### src/rtl/syscall_sequencer.sv
// syscall_sequencer: multi-cycle SYSCALL sequencer for the single-cycle CPU.
// Freezes the core (stall_o), runs a valid/ready console transaction and, for
// INPUT_INT, writes the returned word to $v0 before releasing the core for one
// cycle.
// Optional feature macro: SYSCALL_TIMEOUT_EN (I/O wait limit of TimeoutCycles).
// SysOpW defaults to 4 so that the EXIT code (10) is representable.
module syscall_sequencer #(
    parameter int unsigned SysOpW     = 4,
    parameter int unsigned OpPrintInt = 1,
    parameter int unsigned OpInputInt = 5,
    parameter int unsigned OpExit     = 10
`ifdef SYSCALL_TIMEOUT_EN
    , parameter int unsigned TimeoutCycles = 1024
`endif
) (
    input  logic              clk_i,
    input  logic              rst_ni,
    input  logic              syscall_i,
    input  logic [SysOpW-1:0] sys_op_i,
    input  logic [31:0]       arg_data_i,
    output logic              stall_o,
    output logic              io_req_valid_o,
    input  logic              io_req_ready_i,
    output logic              io_req_op_o,
    output logic [31:0]       io_req_data_o,
    input  logic              io_rsp_valid_i,
    input  logic [31:0]       io_rsp_data_i,
    output logic              sc_reg_we_o,
    output logic [31:0]       sc_reg_wdata_o,
    output logic              exit_req_o,
    output logic              err_op_o,
    output logic              err_timeout_o
);

    typedef enum logic [2:0] {
        StIdle,
        StReq,
        StWaitRsp,
        StWb,
        StDone,
        StHalted
    } state_e;

    state_e      state_q;
    logic        stall_q;
    logic        io_req_valid_q;
    logic        io_req_op_q;
    logic [31:0] io_req_data_q;
    logic        sc_reg_we_q;
    logic [31:0] sc_reg_wdata_q;
    logic        exit_req_q;
    logic        err_op_q;
    logic        err_timeout_q;

`ifdef SYSCALL_TIMEOUT_EN
    localparam int unsigned CntW = (TimeoutCycles > 1) ? $clog2(TimeoutCycles) : 1;
    logic [CntW-1:0] cnt_q;
`endif

    // Sequencer FSM with registered outputs; the $v0 write strobe is a one-cycle pulse.
    always_ff @(posedge clk_i or negedge rst_ni) begin
        if (!rst_ni) begin
            state_q        <= StIdle;
            stall_q        <= 1'b0;
            io_req_valid_q <= 1'b0;
            io_req_op_q    <= 1'b0;
            io_req_data_q  <= '0;
            sc_reg_we_q    <= 1'b0;
            sc_reg_wdata_q <= '0;
            exit_req_q     <= 1'b0;
            err_op_q       <= 1'b0;
            err_timeout_q  <= 1'b0;
`ifdef SYSCALL_TIMEOUT_EN
            cnt_q          <= '0;
`endif
        end else begin
            sc_reg_we_q    <= 1'b0;
            sc_reg_wdata_q <= '0;
            unique case (state_q)
                StIdle: begin
                    if (syscall_i) begin
                        if (sys_op_i == SysOpW'(OpPrintInt)) begin
                            state_q        <= StReq;
                            stall_q        <= 1'b1;
                            io_req_valid_q <= 1'b1;
                            io_req_op_q    <= 1'b0;
                            io_req_data_q  <= arg_data_i;
                        end else if (sys_op_i == SysOpW'(OpInputInt)) begin
                            state_q        <= StReq;
                            stall_q        <= 1'b1;
                            io_req_valid_q <= 1'b1;
                            io_req_op_q    <= 1'b1;
                            io_req_data_q  <= '0;
                        end else if (sys_op_i == SysOpW'(OpExit)) begin
                            state_q    <= StHalted;
                            stall_q    <= 1'b1;
                            exit_req_q <= 1'b1;
                        end else begin
                            state_q  <= StDone;
                            stall_q  <= 1'b0;
                            err_op_q <= 1'b1;
                        end
`ifdef SYSCALL_TIMEOUT_EN
                        cnt_q <= '0;
`endif
                    end
                end
                StReq: begin
                    if (io_req_ready_i) begin
                        io_req_valid_q <= 1'b0;
                        io_req_op_q    <= 1'b0;
                        io_req_data_q  <= '0;
                        if (io_req_op_q) begin
                            state_q <= StWaitRsp;
                        end else begin
                            state_q <= StDone;
                            stall_q <= 1'b0;
                        end
`ifdef SYSCALL_TIMEOUT_EN
                        cnt_q <= '0;
                    end else if (cnt_q == CntW'(TimeoutCycles - 1)) begin
                        state_q        <= StDone;
                        stall_q        <= 1'b0;
                        io_req_valid_q <= 1'b0;
                        io_req_op_q    <= 1'b0;
                        io_req_data_q  <= '0;
                        err_timeout_q  <= 1'b1;
                    end else begin
                        cnt_q <= cnt_q + CntW'(1);
`endif
                    end
                end
                StWaitRsp: begin
                    if (io_rsp_valid_i) begin
                        state_q        <= StWb;
                        sc_reg_we_q    <= 1'b1;
                        sc_reg_wdata_q <= io_rsp_data_i;
`ifdef SYSCALL_TIMEOUT_EN
                    end else if (cnt_q == CntW'(TimeoutCycles - 1)) begin
                        state_q       <= StDone;
                        stall_q       <= 1'b0;
                        err_timeout_q <= 1'b1;
                    end else begin
                        cnt_q <= cnt_q + CntW'(1);
`endif
                    end
                end
                StWb: begin
                    state_q <= StDone;
                    stall_q <= 1'b0;
                end
                StDone: begin
                    // syscall_i is still high here and belongs to the retiring instruction.
                    state_q <= StIdle;
                end
                StHalted: begin
                    state_q <= StHalted;
                end
                default: begin
                    state_q <= StIdle;
                    stall_q <= 1'b0;
                end
            endcase
        end
    end

    // In IDLE the stall follows the decoder directly so an unserviced SYSCALL never retires.
    always_comb begin
        stall_o = (state_q == StIdle) ? syscall_i : stall_q;
    end

    // Remaining outputs come straight from their registers.
    always_comb begin
        io_req_valid_o = io_req_valid_q;
        io_req_op_o    = io_req_op_q;
        io_req_data_o  = io_req_data_q;
        sc_reg_we_o    = sc_reg_we_q;
        sc_reg_wdata_o = sc_reg_wdata_q;
        exit_req_o     = exit_req_q;
        err_op_o       = err_op_q;
        err_timeout_o  = err_timeout_q;
    end

endmodule

### config.mk
export PLATFORM = sky130hd
export DESIGN_NAME = syscall_sequencer
export DESIGN_NICKNAME = d
export VERILOG_FILES = /design/src/rtl/syscall_sequencer.sv
export SDC_FILE = /design/constraint.sdc
export NUM_CORES = 1
export LEC_CHECK = 0
export BUFFER_PORTS_ARGS = -buffer_cell sky130_fd_sc_hd__buf_4
export CORE_MARGIN = 3
export CORE_UTILIZATION = 35
export CTS_BUF_LIST = sky130_fd_sc_hd__clkbuf_8
export CTS_CLUSTER_DIAMETER = 60
export DETAILED_ROUTE_END_ITERATION = 10
export HOLD_SLACK_MARGIN = 0.15
export SYNTH_ARGS = -nofsm -noshare
export SYNTH_HDL_FRONTEND = slang
export SYNTH_SLANG_ARGS = --single-unit
### constraint.sdc
create_clock -name clk_i -period 5.1 [get_ports clk_i]
set_input_delay 0.765 -clock clk_i [delete_from_list [all_inputs] [get_ports clk_i]]
set_output_delay 0.765 -clock clk_i [all_outputs]
set_load 0.1 [all_outputs]
==> results.sh, run 1 <==
export IMPL_global_route_wire_length_before_repair_um=11090
export IMPL_clock_root_buffer="clkbuf_8"
export IMPL_ant_nets=0
export IMPL_detailed_place_hpwl_um=4705
export IMPL_synth_seq_cells=73
export IMPL_layout_drive_gt1_share=0.5452
export IMPL_flow_area_growth_from_synthesis_pct=45.66
export IMPL_setup_worst_path_start_class="flip-flop"
export IMPL_core_rowCount=32
export IMPL_crit_family="simple AND/OR/NAND/NOR gates"
export IMPL_synthesis_area_um2=2943
export IMPL_leakage_nw=2.376
export IMPL_timing_critical_path_to_type="primary output"
export IMPL_regToRegSetupSlack_ps=3060
export IMPL_drt_wirelength_per_cell_um=14.49
export IMPL_drt_pass1_iter_count=4
export IMPL_powerDensity_nw_per_um2=516.3
export IMPL_worst_path_stages=3
export IMPL_slew_violations=0
export IMPL_postSynthNetCount=293
export IMPL_yosysWarningCount=1
export IMPL_yosysTopAreaCellShare=0.6207
export IMPL_crit_reg2reg_capture="io_req_data_o[22]"
export IMPL_status="finished clean"
export IMPL_tritoncts="built"
export IMPL_synth_seq_area_share=0.6207
export IMPL_post_synth_and_or_nand_nor_area_fraction=0.1726
export IMPL_post_layout_total_power_mw=2.213
export IMPL_worst_r2r_path_depth=4
export IMPL_post_route_drc_count=0
export IMPL_initial_utilization=0.3712
export IMPL_timing_final_crit_share=0.5533
export IMPL_path_cells="nor4b_1 -> nand2b_1 -> buf_4"
export IMPL_worstSkewPairLatency_ps=340
export IMPL_final_count_of_hold_timing_violations=0
export IMPL_maximum_number_of_pins_on_one_net_before_global_route_repair=74
export IMPL_clockBufferDepth=2
export IMPL_setup_tns_final_ps=0
export IMPL_antenna_found_initial=0
export IMPL_final_setup_viol_count=0
export IMPL_max_vdd_ir_drop_mv=0.2223
export IMPL_gp_congestion=0.7796
export IMPL_nets=433
export IMPL_post_synth_xor_area_fraction=0
export IMPL_preCtsSetupSlack_ps=2422
export IMPL_antennaDiodeCount=0
export IMPL_clock_tree_htree_level_count=3
export IMPL_placeableCoreArea_um2=7928
export IMPL_avgSynthCellArea_um2=13.38
export IMPL_final_core_util=0.5407
export IMPL_drv_cap=0
export IMPL_clock_pin_slew_on_the_worst_setup_and_hold_paths_ps=80
export IMPL_max_slew_margin=0.3979
export IMPL_detailed_place_area_um2=4083
export IMPL_design_die_area_um2=9544
export IMPL_fmaxAchievable_mhz=354.4
export IMPL_transition_time_of_the_tightest_slew_check_pin_ps=903.1
export IMPL_die_height_um=97.70
export IMPL_worst_hold_path_stage_count=1
export IMPL_post_cts_resize_count=0
export IMPL_hold_path_class="flip-flop to flip-flop"
export IMPL_cp_slowest_stage_delay_ps=720
export IMPL_worst_endpoint_arrival_ps=2060
export IMPL_vias=2184
export IMPL_path_max_fanout=11
export IMPL_yosysTopAreaCell="dfrtp_1"
export IMPL_grt_pass1_vias=2257
export IMPL_layout_setup_ws_ps=2278
export IMPL_setup_repair_after_global_routing_missed_its_margin="no"
export IMPL_final_cell_mix="buf_4, dfrtp_1, and3_1"
export IMPL_final_common_cell="buf_4"
export IMPL_main_combinational_cell_family_by_area_after_synthesis="simple AND/OR/NAND/NOR gates"
export IMPL_post_cts_hold_buffer_count=0
export IMPL_horizontal_die_dimension_um=97.70
export IMPL_min_to="exit_req_o"
export IMPL_io_pin_count=144
export IMPL_critical_path_buf_inv_count=1
export IMPL_vias_per_instance=4.677
export IMPL_finish_instance_area_um2=4287
export IMPL_cpMaxStageDelayCell="nor4b_1"
export IMPL_post_synth_mux_area_share=0.1335
export IMPL_wl_um=6768
export IMPL_synth_area_leaders="dfrtp_1, mux2_2, and3_1, and2_1, clkbuf_1"
export IMPL_worstSetupPathType="flip-flop to primary output"
export IMPL_numPortBuffers=142
export IMPL_drt_iter0_markers=49
export IMPL_critPathRequiredTime_ps=4340
export IMPL_synth_compound_gate_area_share=0.03827
export IMPL_grt_remaining_overflow=0
export IMPL_crit_reg2reg_launch="state_q[0]"
export IMPL_layout_min_cycle_time_ps=2822
export IMPL_cts_setup_buffers=0
export IMPL_postSynthCellCount=220
export IMPL_cts_sink_count=73
export IMPL_tritoncts_num_buffers=9
export IMPL_synth_lib_cells_used_distinct=31
export IMPL_fin_worst_skew_ps=12.73
export IMPL_hold_start="exit_req_o"
export IMPL_synth_adder_area_share=0
export IMPL_global_route_usage_total=0.1439
power by group:
group / leakage [nW] / internal [mW] / switching (mW)
logic: 1.29 / 0.246 / 0.779
clock network: 0.0949 / 0.240 / 0.215
registers: 0.995 / 0.667 / 0.0661
total: 2.38 / 1.15 / 1.06
per-layer routing:
metal / global-route usage / vias to the layer above / routed length, um
li1: - / 1037 / -
met1: 0.1807 / 1026 / 2969
met2: 0.2109 / 110 / 2851
met3: 0.06604 / 11 / 848
met4: 0.06709 / 0 / 99
met5: 0 / - / 0
sequential cells by signal, summed over array words and instances, names as in the netlist:
name,cells
stall_q,1
state_q,3
exit_req_o,1
io_req_op_o,1
io_req_valid_o,1
io_req_data_o,32
sc_reg_we_o,1
sc_reg_wdata_o,32
err_op_o,1
cell usage after synthesis, drive strengths merged:
| library cell | count |
|---|---|
| dfrtp | 73 |
| mux2 | 34 |
| and3 | 33 |
| and2 | 32 |
| clkbuf | 11 |
| buf | 5 |
| a21oi | 3 |
| inv | 3 |
| nand2b | 3 |
| a21o | 2 |
| nor2 | 2 |
| nor3b | 2 |
| nor4b | 2 |
| or3b | 2 |
| a2111oi | 1 |
| a211o | 1 |
| a311o | 1 |
| a32o | 1 |
| and4bb | 1 |
| conb | 1 |
| mux2i | 1 |
| nand2 | 1 |
| nand4 | 1 |
| o21a | 1 |
| o21ai | 1 |
| o22ai | 1 |
| o31ai | 1 |
kinds of logic (layout without fill, tap and decap cells):
group	count (synthesis)	in the layout
AO/OA/AOI/OAI	13	13
other	1	1
buffers and inverters	19	164
multiplexers	35	35
flip-flops	73	73
AND/OR/NAND/NOR	79	79
stage by stage:
step	hold slack, ps	instances
floorplan	469.4	220
global placement	447.2	451
detailed placement	444.2	451
CTS	462.4	467
global route	501.3	467
finish	457.5	467
how the worst max path moves through the flow:
stage / from / end
after floorplan: syscall_i / stall_o
after global placement: syscall_i / stall_o
after detailed placement: syscall_i / stall_o
after CTS: state_q[2] / stall_o
after global routing: state_q[2] / stall_o
final: state_q[2] / stall_o
area by class of cell:
class / count / area (um^2)
clock buffer: 10 / 137.6
multi-input combinational: 128 / 1028
timing repair buffer: 145 / 1089
sequential: 73 / 1827
clock inverter: 6 / 66.31
tap: 102 / 127.6
inverter: 3 / 11.26
fill: 735 / 3641
Note: power is estimated with default switching activity, not from simulation.
==> run 2, diff against run 1 <==
ABC_AREA = 1   (was default)
clock period = 2.6 ns   (was 5.1 ns; I/O delays follow)
==> results.sh, run 2 <==
export IMPL_status="finished clean"
export IMPL_setup_worst_path_start_class="flip-flop"
export IMPL_post_synth_and_or_nand_nor_area_fraction=0.3482
export IMPL_path_max_fanout=6
export IMPL_synthesis_area_um2=3219
export IMPL_timing_final_crit_share=0.7545
export IMPL_ys_dominant_reg_cell="dfrtp_1"
export IMPL_gp_congestion=0.8049
export IMPL_grt_pass1_vias=2828
export IMPL_clock_pin_slew_on_the_worst_setup_and_hold_paths_ps=80
export IMPL_ant_nets=0
export IMPL_finish_instance_area_um2=4594
export IMPL_postSynthNetCount=466
export IMPL_vias=2990
export IMPL_design_die_area_um2=10380
export IMPL_slew_violations=0
export IMPL_met1_length_um=3739
export IMPL_drt_wirelength_per_cell_um=13.33
export IMPL_tritoncts_num_buffers=9
export IMPL_core_rowCount=34
export IMPL_post_cts_hold_buffer_count=0
export IMPL_synth_lib_cells_used_distinct=20
export IMPL_met3WireLength_um=876
export IMPL_yosysMostFrequentCell="nand2_1"
export IMPL_worst_endpoint_arrival_ps=1570
export IMPL_main_combinational_cell_family_by_area_after_synthesis="simple AND/OR/NAND/NOR gates"
export IMPL_layout_min_cycle_time_ps=1962
export IMPL_met2WireLength_um=3851
export IMPL_antenna_found_initial=0
export IMPL_synth_common_cells="nand2_1, nor2_1, dfrtp_1"
export IMPL_detailed_place_hpwl_um=5861
export IMPL_post_synth_mux_area_share=0
export IMPL_synth_seq_cells=73
export IMPL_drv_cap=0
export IMPL_synth_area_leaders="dfrtp_1, nand2_1, nand3_1, nor2_1, buf_2"
export IMPL_tritoncts="built"
export IMPL_clockBufferDepth=2
export IMPL_vias_per_instance=4.679
export IMPL_drt_pass1_iter_count=4
export IMPL_synth_compound_gate_area_share=0.02487
export IMPL_nets=599
export IMPL_grt_remaining_overflow=0
export IMPL_leakage_nw=2.593
export IMPL_flow_area_growth_from_synthesis_pct=42.71
export IMPL_yosysTopAreaCellShare=0.5674
export IMPL_clock_root_buffer="clkbuf_8"
export IMPL_setup_repair_after_global_routing_missed_its_margin="no"
export IMPL_fin_worst_skew_ps=6.500
export IMPL_final_cell_mix="buf_4, nand2_1, nor2_1"
export IMPL_synth_seq_area_share=0.5674
export IMPL_placeableCoreArea_um2=8848
export IMPL_hold_path_class="primary input to async pin"
export IMPL_route_top_layer_used="met4"
export IMPL_numPortBuffers=142
export IMPL_post_route_drc_count=0
export IMPL_timing_critical_path_to_type="primary output"
export IMPL_num_fill_cells=878
export IMPL_yosysWarningCount=1
export IMPL_initial_utilization=0.3638
export IMPL_drt_iter0_markers=126
export IMPL_layout_drive_gt1_share=0.3296
export IMPL_max_vdd_ir_drop_mv=0.4332
export IMPL_horizontal_die_dimension_um=101.9
export IMPL_wl_um=8518
export IMPL_final_common_cell="buf_4"
export IMPL_max_slew_margin=0.3901
export IMPL_final_setup_viol_count=0
export IMPL_post_synth_xor_area_fraction=0
export IMPL_critPathRequiredTime_ps=2210
export IMPL_worstSetupPathType="flip-flop to primary output"
export IMPL_avgSynthCellArea_um2=8.192
export IMPL_antennaDiodeCount=0
export IMPL_ys_async_sr_fraction=1.000
export IMPL_final_count_of_hold_timing_violations=0
export IMPL_global_route_wire_length_before_repair_um=13510
export IMPL_post_cts_resize_count=0
export IMPL_detailed_place_area_um2=4328
export IMPL_postSynthCellCount=393
export IMPL_global_route_usage_total=0.1648
export IMPL_setup_tns_final_ps=0
export IMPL_yosysTopAreaCell="dfrtp_1"
export IMPL_cts_sink_count=73
export IMPL_maximum_number_of_pins_on_one_net_before_global_route_repair=74
export IMPL_cts_setup_buffers=0
export IMPL_io_pin_count=144
export IMPL_synth_adder_area_share=0
export IMPL_worstSkewPairLatency_ps=340
export IMPL_die_height_um=101.9
export IMPL_clock_tree_htree_level_count=3
export IMPL_powerDensity_nw_per_um2=1029
export IMPL_transition_time_of_the_tightest_slew_check_pin_ps=914.9
export IMPL_synth_edf_count=0
export IMPL_fmaxAchievable_mhz=509.8
==> run 2: metal layers <==
layer | track usage | up-vias
met3 | 0.06007 | 6
met1 | 0.2193 | 1350
met4 | 0.04541 | 0
li1 | - | 1500
met5 | 0 | -
met2 | 0.2555 | 134
==> run 2: logic make-up after synthesis <==
logic type / Yosys count
simple gates: 269
compound gates: 12
buf+inv: 38
flops: 73
other cells: 1
==> run 2: report_power, final <==
| part | leakage (nW) | switching [mW] | internal (mW) | total, mW |
|---|---|---|---|---|
| Combinational | 1.46 | 1.71 | 0.449 | 2.16 |
| Sequential | 1.00 | 0.0983 | 1.29 | 1.39 |
| Clock | 0.133 | 0.444 | 0.736 | 1.18 |
==> run 2: layout make-up <==
class	instances	area, um^2	area share
clock buffers	9	123.9	0.02696
clock inverters	7	142.6	0.03105
inverters	12	45.04	0.009804
multi-input cells	282	1210	0.2633
flip-flops and latches	73	1827	0.3976
well taps	108	135.1	0.02941
repair buffers	148	1111	0.2418
==> run 2: critical path, stage by stage, from the launching register on <==
cell	delay [ps]
dfrtp_1	460
nor2_2	170
nand2_1	100
inv_1	80
nand2_1	80
nand2_1	70
buf_4	280
==> run 2: final timing paths <==
kind                              startpoint           endpoint  slack, ps  cells after the start
setup / recovery                  state_q[2]            stall_o        640                      6
hold / removal                        rst_ni   io_req_data_o[7]        160                      1
setup reg to reg                  state_q[0]  io_req_data_o[29]       1020                      8
hold reg to reg            io_req_data_o[23]  io_req_data_o[23]        470                      2
max in group asynchronous             rst_ni         state_q[1]       1820                      1
min in group clk_i          io_rsp_data_i[2]  sc_reg_wdata_o[2]        270                      3
==> run 2: stage by stage <==
stage | setup WS, ps | hold slack [ps] | std cells | util | power (mW)
2_1_floorplan | 762.6 | 94.41 | 393 | - | 3.093
3_3_place_gp | 945.3 | 455.4 | 623 | 0.4891 | 3.562
3_5_place_dp | 921.3 | 461.0 | 623 | 0.4891 | 3.581
4_1_cts | 603.6 | 221.8 | 639 | 0.5192 | 4.775
5_1_grt | 491.7 | 244.7 | 639 | 0.5192 | 4.967
6_report | 638.4 | 160.8 | 639 | 0.5192 | 4.726
==> run 3, diff against run 2 <==
clock period = 1.68 ns   (was 2.6 ns; I/O delays follow)
==> results.sh, run 3 (synthesis results as in run 2) <==
export IMPL_final_common_cell="buf_4"
export IMPL_post_layout_total_power_mw=7.115
export IMPL_cpMaxStageDelayCell="dfrtp_2"
export IMPL_leakage_nw=2.736
export IMPL_path_cells="nor2_4 -> nand2_2 -> inv_2 -> nand2_2 -> nand2_2 -> buf_12"
export IMPL_power_switching_fraction=0.4959
export IMPL_worstSkewPairLatency_ps=340
export IMPL_cp_slowest_stage_delay_ps=430
export IMPL_gp_congestion=0.8234
export IMPL_drt_wirelength_per_cell_um=13.39
export IMPL_global_route_wire_length_before_repair_um=14470
export IMPL_post_route_drc_count=0
export IMPL_crit_family="flip-flops"
export IMPL_slew_violations=0
export IMPL_vias_per_instance=4.663
export IMPL_timing_final_crit_share=0.9480
export IMPL_drt_pass1_iter_count=5
export IMPL_layout_drive_gt1_share=0.3239
export IMPL_initial_utilization=0.3638
export IMPL_core_rowCount=34
export IMPL_net_switching_power_mw=3.529
export IMPL_hold_start="io_rsp_data_i[14]"
export IMPL_clock_pin_slew_on_the_worst_setup_and_hold_paths_ps=70
export IMPL_global_route_usage_total=0.1750
export IMPL_grt_pass1_vias=3094
export IMPL_setup_repair_after_global_routing_missed_its_margin="no"
export IMPL_critPathRequiredTime_ps=1430
export IMPL_finish_instance_area_um2=4960
export IMPL_detailed_place_area_um2=4395
export IMPL_cts_sink_count=73
export IMPL_crit_reg2reg_capture="io_req_valid_o"
export IMPL_antennaDiodeCount=0
export IMPL_maximum_number_of_pins_on_one_net_before_global_route_repair=40
export IMPL_powerDensity_nw_per_um2=1435
export IMPL_regToRegSetupSlack_ps=180
export IMPL_setup_worst_path_start_class="flip-flop"
export IMPL_worst_path_most_repeated_cell="nand2_2"
export IMPL_detailed_place_hpwl_um=5780
export IMPL_min_to="sc_reg_wdata_o[14]"
export IMPL_critical_path_buf_inv_count=2
export IMPL_flow_area_growth_from_synthesis_pct=54.06
export IMPL_clockPowerShare=0.183
export IMPL_vias=3152
export IMPL_placeableCoreArea_um2=8848
export IMPL_fin_worst_skew_ps=10.74
export IMPL_clock_root_buffer="clkbuf_8"
export IMPL_die_height_um=101.9
export IMPL_tritoncts_num_buffers=9
export IMPL_worst_path_stages=6
export IMPL_final_setup_viol_count=0
export IMPL_numPortBuffers=142
export IMPL_io_pin_count=144
export IMPL_power_frac_seq=0.301
export IMPL_worstSetupPathType="flip-flop to primary output"
export IMPL_nets=636
export IMPL_clock_tree_htree_level_count=3
export IMPL_p_comb_frac=0.516
export IMPL_path_max_fanout=3
export IMPL_max_vdd_ir_drop_mv=0.5414
export IMPL_horizontal_die_dimension_um=101.9
export IMPL_timing_critical_path_to_type="primary output"
export IMPL_antenna_found_initial=0
export IMPL_crit_reg2reg_launch="state_q[0]"
export IMPL_drv_cap=0
export IMPL_final_cell_mix="buf_4, nand2_1, nor2_1"
export IMPL_tritoncts="built"
export IMPL_grt_remaining_overflow=0
export IMPL_worst_r2r_path_depth=9
export IMPL_design_die_area_um2=10380
export IMPL_status="finished clean"
export IMPL_hold_path_class="primary input to flip-flop"
export IMPL_fmaxAchievable_mhz=627.9
export IMPL_clockBufferDepth=2
export IMPL_final_count_of_hold_timing_violations=0
export IMPL_ant_nets=0
export IMPL_wl_um=9051
export IMPL_worst_hold_path_stage_count=3
export IMPL_setup_tns_final_ps=0
export IMPL_layout_min_cycle_time_ps=1593
export IMPL_drt_iter0_markers=145
export IMPL_internal_power_mw=3.586
export IMPL_worst_endpoint_arrival_ps=1340
## run 3: cell count changes in the layout (fill, tap and decap cells not counted), sizes merged
cell / previous run / this run
dlygate4sd3: 0 / 32
bufinv: 4 / 1
inv: 12 / 14
clkinvlp: 0 / 1
buf: 148 / 153
## run 3: power by group through the flow
stage / clock [mW] / combinational [mW] / sequential (mW)
6_report: 1.30 / 3.67 / 2.14
5_1_grt: 1.45 / 3.89 / 2.17
4_1_cts: 1.36 / 3.64 / 2.13
3_5_place_dp: 0 / 3.47 / 2.18
3_3_place_gp: 0 / 3.45 / 2.18
2_1_floorplan: 0 / 1.15 / 3.65
## run 3: repair_timing
action / 4_1_cts / 5_1_grt
hold buffers: 31 / 1
setup buffers: 3 / 0
hold endpoints to repair: 64 / 1
setup endpoints to repair: 1 / 35
pin swaps: 0 / 0
resized for setup: 5 / 5
## run 3: how the worst max path moves through the flow
| stage | end | startpoint | slack, ps |
|---|---|---|---|
| 2_1_floorplan | stall_q | io_req_op_o | 120 |
| 3_3_place_gp | io_req_data_o[30] | sys_op_i[3] | 220 |
| 3_5_place_dp | io_req_data_o[18] | state_q[2] | 170 |
| 4_1_cts | stall_o | state_q[2] | 2 |
| 5_1_grt | stall_o | state_q[2] | 8 |
| 6_report | stall_o | state_q[2] | 90 |
## run 3: through the flow
step	util	worst slack, ps	hold slack [ps]	cells
after floorplan	-	115.3	-43.59	393
after global placement	0.4967	215.8	242.8	625
after detailed placement	0.4967	174.2	238.3	625
after CTS	0.5573	1.525	150.5	675
after global routing	0.5605	8.015	152.1	676
final	0.5605	87.41	170.6	676
## run 3: worst reg2reg max path: cells and delay by family, from the launching register on
family        cells  cell delay [ps]
buf+inv           4              490
flops             1              400
simple gates      5              510
## run 3: final cells by class
| type | instances | area, um^2 |
|---|---|---|
| clock buffer | 9 | 123.9 |
| fill | 791 | 3889 |
| timing repair buffer | 185 | 1531 |
| inverter | 12 | 45.04 |
| tap | 108 | 135.1 |
| clock inverter | 7 | 63.81 |
| sequential | 73 | 1829 |
| multi-input combinational | 282 | 1231 |
## run 3: per-layer routing
| metal | global-route usage | vias up | part of all wire |
|---|---|---|---|
| met5 | 0 | - | 0 |
| met4 | 0.03633 | 0 | 0.0057 |
| met3 | 0.07304 | 5 | 0.11 |
| met2 | 0.2757 | 129 | 0.47 |
| met1 | 0.2285 | 1446 | 0.42 |
| li1 | - | 1572 | - |
